### config.mk
export PLATFORM = sky130hd
export DESIGN_NAME = pp_pipeline_accel_axi2stream_row_sched
export DESIGN_NICKNAME = d
export VERILOG_FILES = /design/src/rtl/pp_pipeline_accel_axi2stream_row_sched.sv
export SDC_FILE = /design/constraint.sdc
export NUM_CORES = 1
export LEC_CHECK = 0
export ABC_AREA = 1
export BUFFER_PORTS_ARGS = -buffer_cell sky130_fd_sc_hd__buf_2
export CAP_MARGIN = 30
export CORE_ASPECT_RATIO = 1.2
export CORE_MARGIN = 2
export CORE_UTILIZATION = 30
export DETAILED_ROUTE_END_ITERATION = 10
export PLACE_DENSITY = 0.46
export SYNTH_ARGS = -nofsm -noshare
export SYNTH_HDL_FRONTEND = slang
export SYNTH_SLANG_ARGS = --single-unit
### constraint.sdc
create_clock -name ap_clk -period 9.19 [get_ports ap_clk]
set_input_delay 0 -clock ap_clk [delete_from_list [all_inputs] [get_ports ap_clk]]
set_output_delay 0 -clock ap_clk [all_outputs]
set_load 0.01 [all_outputs]
### src/rtl/pp_pipeline_accel_axi2stream_row_sched.sv
// pp_pipeline_accel_axi2stream_row_sched
//   Row scheduler for the gmem1 -> ldata reader loop of the Axi2AxiStream
//   stage. For every image row it starts the reader loop with the row's beat
//   bound, issues the gmem1 AR bursts the loop will consume, throttles the
//   number of outstanding bursts by counting R handshakes tapped from the
//   loop, and waits for the loop's done before moving to the next row.
//
// Ports
//   ap_clk, ap_rst (async, active high)
//   ap_start/ap_done/ap_ready/ap_idle    : block-level handshake
//   base_addr/rows/cols_beats/stride_bytes : frame config, latched at start
//   m_axi_gmem1_AR{VALID,READY,ADDR,LEN} : read-address channel (LEN = beats)
//   r_beat                               : RVALID & RREADY tap from the loop
//   loop_ap_start/loop_ap_done           : reader-loop handshake
//   loop_cols_addrbound                  : loop iteration bound
//
// Build option
//   PP_ROW_SCHED_4K_SPLIT_EN : also split bursts at 4 KiB address boundaries.

module pp_pipeline_accel_axi2stream_row_sched #(
  parameter int MAX_BURST       = 256,
  parameter int MAX_OUTSTANDING = 4
) (
  input  logic        ap_clk,
  input  logic        ap_rst,
  input  logic        ap_start,
  output logic        ap_done,
  output logic        ap_ready,
  output logic        ap_idle,
  input  logic [63:0] base_addr,
  input  logic [15:0] rows,
  input  logic [20:0] cols_beats,
  input  logic [31:0] stride_bytes,
  output logic        m_axi_gmem1_ARVALID,
  input  logic        m_axi_gmem1_ARREADY,
  output logic [63:0] m_axi_gmem1_ARADDR,
  output logic [31:0] m_axi_gmem1_ARLEN,
  input  logic        r_beat,
  output logic        loop_ap_start,
  input  logic        loop_ap_done,
  output logic [20:0] loop_cols_addrbound
);

  localparam int PW = (MAX_OUTSTANDING > 1) ? $clog2(MAX_OUTSTANDING) : 1;

  typedef enum logic [1:0] {S_IDLE, S_ROW, S_WAIT_LOOP, S_DONE} state_t;
  state_t state, state_nxt;

  logic [63:0] row_addr, chunk_addr;
  logic [15:0] rows_q, row_idx;
  logic [20:0] cols_q, rem, arlen_c;
  logic [31:0] stride_q;
  logic        loop_start_q, pend_done, degen;
  logic [3:0]  outstanding;
  logic [8:0]  beat_cnt;
  logic [8:0]  fifo_mem [2**PW];
  logic [PW-1:0] wr_ptr, rd_ptr;
  logic        ar_hs, retire, row_last, done_evt, start_degen;

  // Burst length: capped by MAX_BURST and the remaining beats of the row.
  always_comb begin
    arlen_c = (rem > 21'(MAX_BURST)) ? 21'(MAX_BURST) : rem;
`ifdef PP_ROW_SCHED_4K_SPLIT_EN
    begin : page_cap
      logic [20:0] page_beats;
      // chunk_addr is 8-byte aligned, so this is 1..512 beats to the page end
      page_beats = 21'((13'd4096 - {1'b0, chunk_addr[11:0]}) >> 3);
      if (page_beats < arlen_c) arlen_c = page_beats;
    end
`endif
  end

  assign m_axi_gmem1_ARVALID = (state == S_ROW) && (rem != 21'd0) &&
                               (outstanding < 4'(MAX_OUTSTANDING));
  assign m_axi_gmem1_ARADDR  = chunk_addr;
  assign m_axi_gmem1_ARLEN   = {11'd0, arlen_c};
  assign ar_hs               = m_axi_gmem1_ARVALID && m_axi_gmem1_ARREADY;

  // Retire on the beat that completes the oldest burst, so a throttled AR
  // can go out the very next cycle.
  assign retire = (outstanding != 4'd0) && r_beat &&
                  ((beat_cnt + 9'd1) == fifo_mem[rd_ptr]);

  assign done_evt    = loop_ap_done || pend_done;
  assign row_last    = (row_idx == rows_q - 16'd1);
  assign start_degen = (rows == 16'd0) || (cols_beats == 21'd0);

  assign ap_idle             = (state == S_IDLE);
  // Degenerate frames spend one extra DONE cycle (degen set) before the pulse.
  assign ap_done             = (state == S_DONE) && !degen;
  assign ap_ready            = ap_done;
  assign loop_ap_start       = loop_start_q;
  assign loop_cols_addrbound = cols_q;

  always_ff @(posedge ap_clk or posedge ap_rst) begin
    if (ap_rst) state <= S_IDLE;
    else        state <= state_nxt;
  end

  always_comb begin
    state_nxt = state;
    case (state)
      S_IDLE:      if (ap_start) state_nxt = start_degen ? S_DONE : S_ROW;
      S_ROW:       if (ar_hs && (rem == arlen_c)) state_nxt = S_WAIT_LOOP;
      S_WAIT_LOOP: if (done_evt) state_nxt = row_last ? S_DONE : S_ROW;
      S_DONE:      if (!degen) state_nxt = S_IDLE;
      default:     state_nxt = S_IDLE;
    endcase
  end

  // Row / chunk datapath. rem and chunk_addr are loaded on entry to ROW so the
  // first ROW cycle can already present a valid AR.
  always_ff @(posedge ap_clk or posedge ap_rst) begin
    if (ap_rst) begin
      rows_q       <= '0;
      cols_q       <= '0;
      stride_q     <= '0;
      row_addr     <= '0;
      row_idx      <= '0;
      chunk_addr   <= '0;
      rem          <= '0;
      loop_start_q <= 1'b0;
      pend_done    <= 1'b0;
      degen        <= 1'b0;
    end else begin
      loop_start_q <= 1'b0;
      case (state)
        S_IDLE: if (ap_start) begin
          rows_q       <= rows;
          cols_q       <= cols_beats;
          stride_q     <= stride_bytes;
          row_addr     <= base_addr;
          chunk_addr   <= base_addr;
          row_idx      <= '0;
          rem          <= start_degen ? 21'd0 : cols_beats;
          degen        <= start_degen;
          loop_start_q <= !start_degen;
          pend_done    <= 1'b0;
        end
        S_ROW: begin
          if (ar_hs) begin
            rem        <= rem - arlen_c;
            chunk_addr <= chunk_addr + {40'd0, arlen_c, 3'b000};
          end
          // The loop may finish before the last AR handshake.
          if (loop_ap_done) pend_done <= 1'b1;
        end
        S_WAIT_LOOP: if (done_evt) begin
          pend_done <= 1'b0;
          if (!row_last) begin
            row_idx      <= row_idx + 16'd1;
            row_addr     <= row_addr + {32'd0, stride_q};
            chunk_addr   <= row_addr + {32'd0, stride_q};
            rem          <= cols_q;
            loop_start_q <= 1'b1;
          end
        end
        S_DONE: degen <= 1'b0;
        default: ;
      endcase
    end
  end

  // Outstanding-burst accounting: FIFO of issued lengths, oldest first.
  always_ff @(posedge ap_clk or posedge ap_rst) begin
    if (ap_rst) begin
      wr_ptr      <= '0;
      rd_ptr      <= '0;
      beat_cnt    <= '0;
      outstanding <= '0;
      for (int i = 0; i < 2**PW; i++) fifo_mem[i] <= '0;
    end else begin
      if (ar_hs) begin
        fifo_mem[wr_ptr] <= arlen_c[8:0];
        wr_ptr <= (wr_ptr == PW'(MAX_OUTSTANDING - 1)) ? '0 : wr_ptr + 1'b1;
      end
      if (retire) begin
        rd_ptr   <= (rd_ptr == PW'(MAX_OUTSTANDING - 1)) ? '0 : rd_ptr + 1'b1;
        beat_cnt <= '0;
      end else if (r_beat && (outstanding != 4'd0)) begin
        beat_cnt <= beat_cnt + 9'd1;
      end
      case ({ar_hs, retire})
        2'b10:   outstanding <= outstanding + 4'd1;
        2'b01:   outstanding <= outstanding - 4'd1;
        default: ;
      endcase
    end
  end

endmodule

Yosys cells after proc, flatten, opt, wreduce, memory -nomap -nowiden
Index checks and enable logic that the tools add are counted.
- bits in registers: 292
- output and inout bits: 122
- word-level logic and storage cells: 126
- add/sub/neg operators: 10
- order comparisons: 5
- eq/ne operators: 17
- multiplexer cells: 45
- bitwise operators: 2
- reductions and logical operators: 28
- operator list (operator ; number):
    two-way mux 64 bit ; 4
    case mux 64 bit (3 select lines) ; 1
    case mux 64 bit (2 select lines) ; 1
    two-way mux 21 bit ; 6
    adder 64 x 24 -> 64 bit ; 1
    adder 64 x 32 -> 64 bit ; 1
    case mux 21 bit (3 select lines) ; 1
    two-way mux 16 bit ; 3
    two-way mux 9 bit ; 5
    bitwise mux 36 bit ; 1
    case mux 16 bit (2 select lines) ; 1
    equality test 21 bit ; 1
    greater-than comparator 21 x 9 -> 1 bit (second input constant) ; 1
    logical NOT 21 bit ; 1
    nonzero test 21 bit ; 1
    subtractor 21 bit ; 1
    binary-select mux 9 bit (select 2 bit) ; 1
    demux 9 bit (select 2 bit) ; 1
    adder 16 x 1 -> 16 bit (second input constant) ; 1
    equality test 16 bit ; 1
    logical NOT 16 bit ; 1
    two-way mux 2 bit ; 8
    subtractor 16 x 1 -> 16 bit (second input constant) ; 1
    != test 2 bit (second input constant) ; 6
    other kinds (27) ; 57

Longest topological paths before layout
- depth after elaboration: 8
- depth in mapped cells: 26

Worst setup path before layout
Ideal clock, no wire load.
- kind: flip-flop to flip-flop
- from: reg rem[12]
- to: reg chunk_addr[49], in the netlist m_axi_gmem1_ARADDR[49]
- setup time: 116 ps
- data arrival time: 3537 ps
- required time: 9074 ps
- setup slack: 5537 ps
- stages on the path, launching flop included: 24
- cell sequence: dfrtp_1 nor2_1 nand2_1 nor2_1 nand3_1 nand2_2 inv_2 buf_2 nor2_1 ha_1 inv_1 fa_1 o21ai_0 nand2_1 nand2_1 inv_1 o21ai_0 nand3_1 nand2_1 nand2_1 nand3_1 nand3_1 nand2_1 nand2_1
- RTL lines (what ; RTL line ; text):
    from (decl) ; 51 ; logic [20:0] cols_q, rem, arlen_c;
    from (signal assigned) ; 135 ; rem <= start_degen ? 21'd0 : cols_beats;
    from (signal assigned) ; 142 ; rem <= rem - arlen_c;
    from (signal assigned) ; 154 ; rem <= cols_q;
    greater-than comparator 21 x 9 -> 1 bit ; 62 ; arlen_c = (rem > 21'(MAX_BURST)) ? 21'(MAX_BURST) : rem;
    two-way mux 21 bit ; 62 ;
    via m_axi_gmem1_ARLEN[0] ; 37 ; output logic [31:0] m_axi_gmem1_ARLEN,
    adder 64 x 24 -> 64 bit ; 143 ; chunk_addr <= chunk_addr + {40'd0, arlen_c, 3'b000};
    two-way mux 64 bit ; 141 ; if (ar_hs) begin
    case mux 64 bit (3 select lines) ; 127 ; case (state)
    to (signal assigned) ; 133 ; chunk_addr <= base_addr;
    to (signal assigned) ; 143 ;
    to (signal assigned) ; 153 ; chunk_addr <= row_addr + {32'd0, stride_q};
    to (decl) ; 49 ; logic [63:0] row_addr, chunk_addr;
The timed path passes the listed nets, and every way through them passes these cells. The select of a mux whose other input is x is not followed.
A chain may end at the register's enable or synchronous reset.

Worst setup path after layout
- from: reg rem[10]
- to: reg chunk_addr[27], in the netlist m_axi_gmem1_ARADDR[27]
- longest elaborated chain between the ends: 6
- RTL lines (what):
    branches (longest 6 deep; another with adder 64 x 24 -> 64 bit)
Parallel ways; which one is timed is not known. The select of a mux whose other input is x is not followed.

==> flow_metrics.tcl <==
set metrics [dict create \
    grt_pass1_wl_mm 148 \
    leakage_nw 14.0 \
    clock-skew-final_ns 0.0267 \
    yosys.cell_types.count 54 \
    cts_tree "done" \
    fill_cells 8380 \
    critPathArrivalTime_ns 5.26 \
    worst_path_largest_cell_delay_ns 0.45 \
    ys_warn_count 0 \
    worstSetupPathType "reg -> reg" \
    whs_path_depth 4 \
    gp_congestion 0.946 \
    hold_buffers 156 \
    drive_gt1_frac 0.114 \
    period_share 0.516 \
    cpMaxStageDelayCell "o21ai_0" \
    areaGrowthSynthToFinish_pct 21.3 \
    grt_use_total 0.245 \
    grt_pass1_vias 24000 \
    synth_edf_count 0 \
    hold_viol 0 \
    place_hpwl_mm 76.3 \
    cp-end-kind "register" \
    htreeDepth 2 \
    final_cells 4934 \
    drtIter0Drc 1989 \
    yosysSeqAreaShare 0.320 \
    grt_max_degree 80 \
    crit_chain "nor2_1, nand3_1, nor2_1, nand2_1, nand2_2, inv_2, nor2_1, ha_1, inv_1, fa_1, o21ai_0, nand2_1, nand2_1, nand2_1, nand2_1, nand2_1, nand2_1, or2_2, nand3_1, nand2_1, nand2_1, nand2_1, nand2_1, nand2_1" \
    clk_path_buf_depth 3 \
    crit_fanout 14 \
    avgSynthCellArea_sq_um 6.44 \
    cp_data_required_time_ns 9.71 \
    wire_per_inst_um 19.8 \
    drc 0 \
    cts_setup_buffers 0 \
    antenna_found_initial 3 \
    dieArea_sq_um 78200 \
    dp.cells 4707 \
    vias 24500 \
    finalPower_w 0.0101 \
    slew_violations 0 \
    setup-tns-final_ns 0 \
    async_flop_share 1.00 \
    placementRows 110 \
    synth-seq-cells 292 \
    fp.dieW_um 256 \
    cts_made_buffers 39 \
    max_slew.worst_pin.slew_ns 1.09 \
    worstHoldPathType "in -> reg" \
    port_buffers 237 \
    outcome "finished, final reports clean" \
    crit_buf_inv 2 \
    grt_overflow 0 \
    slew_headroom 0.264 \
    fin_crit_ns 4.74 \
    peakVddDrop_mv 0.179 \
    nNetsFinal 4108 \
    ios 261 \
    final_common_cell "nand2_1" \
    startpoint_type "register" \
    vias_per_cell 4.98 \
    clk_pin_slew_worst_paths_ns 0.06 \
    ff2ff_path_depth 24 \
    ant_nets 0 \
    clock-sinks 292 \
    coreArea_sq_um 75100 \
    power_density_nw_per_um2 364 \
    start_util 0.303 \
    diodes 0 \
    max_freq_mhz 211 \
    drtPass1Iterations 7 \
    critPathMostFrequentCell "nand2_1" \
    die_h_um 306 \
    path_depth 24 \
    post_cts_resized 0 \
    setup_violations 0 \
    clkLatencyLatePin_ns 0.59 \
    synth-main-ff-cell "dfrtp_1" \
    final_cell_mix "nand2_1, inv_1, nor2_1" \
    rsz0062_at_grt "false" \
    routed_wl_mm 97.7 \
    synth_cells 3540 \
    cp_top_family "simple AND/OR/NAND/NOR gates" \
    synth_area_sq_um 22800 \
    max_cap_viol_count 0 \
    cts_root_buf "clkbuf_16" \
]
-- area by class of cell --
cell class / instances / area [sq um] / share of cell area
Clock inverter: 18 / 210 / 0.00760
Timing Repair Buffer: 411 / 2900 / 0.105
Multi-Input combinational cell: 2759 / 13400 / 0.485
Inverter: 393 / 1480 / 0.0536
Clock buffer: 53 / 1100 / 0.0397
Tap cell: 1008 / 1260 / 0.0456
Sequential cell: 292 / 7310 / 0.264
-- power by group --
group / leakage, nW / internal [W] / switching, W
Combinational: 9.75 / 0.00190 / 0.00395
Clock: 0.637 / 0.000931 / 0.000677
Sequential: 3.65 / 0.00186 / 0.000738
-- logic make-up (layout without fill, tap and decap cells) --
family | count (synthesis) | count (layout) | share of synthesized area
buffers and inverters | 523 | 875 | 0.0988
AOI/OAI and AO/OA | 429 | 429 | 0.100
adders and majority gates | 73 | 73 | 0.0410
DFF | 292 | 292 | 0.320
xor gates and xnor gates | 45 | 45 | 0.0179
and+or+nand+nor | 2112 | 2112 | 0.390
other | 2 | 36 | 0.000329
muxes | 64 | 64 | 0.0316
-- metal layers --
layer / vias up / part of all wire / GRT usage
met1: 11600 / 0.44 / 0.324
met2: 721 / 0.47 / 0.414
met5: - / 0 / 0
met4: 0 / 0.039 / 0.0904
met3: 154 / 0.050 / 0.0261
li1: 12100 / - / -
-- worst register-to-register path, stage by stage, from the launching register on --
cell     delay, ns
dfrtp_1       0.42
nor2_1        0.27
nand3_1       0.14
nor2_1        0.17
nand2_1       0.30
nand2_2       0.31
inv_2         0.17
nor2_1        0.37
ha_1          0.25
inv_1         0.05
fa_1          0.40
o21ai_0       0.45
nand2_1       0.09
nand2_1       0.13
nand2_1       0.07
nand2_1       0.18
nand2_1       0.07
nand2_1       0.25
or2_2         0.17
nand3_1       0.06
nand2_1       0.08
nand2_1       0.06
nand2_1       0.08
nand2_1       0.05
nand2_1       0.08
-- state kept, by name, summed over array words and instances, names as in the netlist --
register / cells
m_axi_gmem1_ARADDR: 64
row_addr: 64
fifo_mem: 36
stride_q: 32
loop_cols_addrbound: 21
rem: 21
row_idx: 16
rows_q: 16
beat_cnt: 9
outstanding: 4
rd_ptr: 2
state: 2
wr_ptr: 2
degen: 1
loop_ap_start: 1
pend_done: 1
-- cell usage after synthesis, drive strengths merged (6+ instances only) --
library cell,number,area [sq um]
nor3,52,265
nor4,21,131
xor2,31,272
inv,390,1460
xnor2,13,114
mux2,64,721
dfrtp,292,7310
o22ai,6,37.5
a21boi,6,52.6
ha,70,876
clkbuf,49,184
o21ai,235,1180
nand2,1233,4640
o211ai,7,52.6
a31oi,10,62.6
a21oi,138,694
nor2,340,1290
buf,81,593
a21o,8,60.1
nand4,58,378
or2,38,238
nand3,337,1700
nand3b,25,188
-- final timing paths --
path / from / end / slack (ns)
min in group asynchronous: ap_rst / loop_cols_addrbound[5] / 0.05
worst min-delay path: ap_start / rows_q[0] / 0.02
worst min register to register: outstanding[3] / outstanding[3] / 0.47
worst max register to register: rem[10] / m_axi_gmem1_ARADDR[27] / 4.45
worst max-delay path: rem[10] / m_axi_gmem1_ARADDR[27] / 4.45
max in group asynchronous: ap_rst / m_axi_gmem1_ARADDR[52] / 7.10
-- through the flow --
step	setup slack [ns]	utilization	area (sq um)	hold WS (ns)
after floorplan	1.13	-	22900	0.151
after global routing	3.92	0.368	27700	0.0881
final	4.45	0.368	27700	0.0235
after global placement	4.69	0.329	24800	0.143
after CTS	4.49	0.368	27700	0.00989
after detailed placement	4.52	0.330	24800	0.151
No activity file was read; power rests on OpenSTA's default activity.
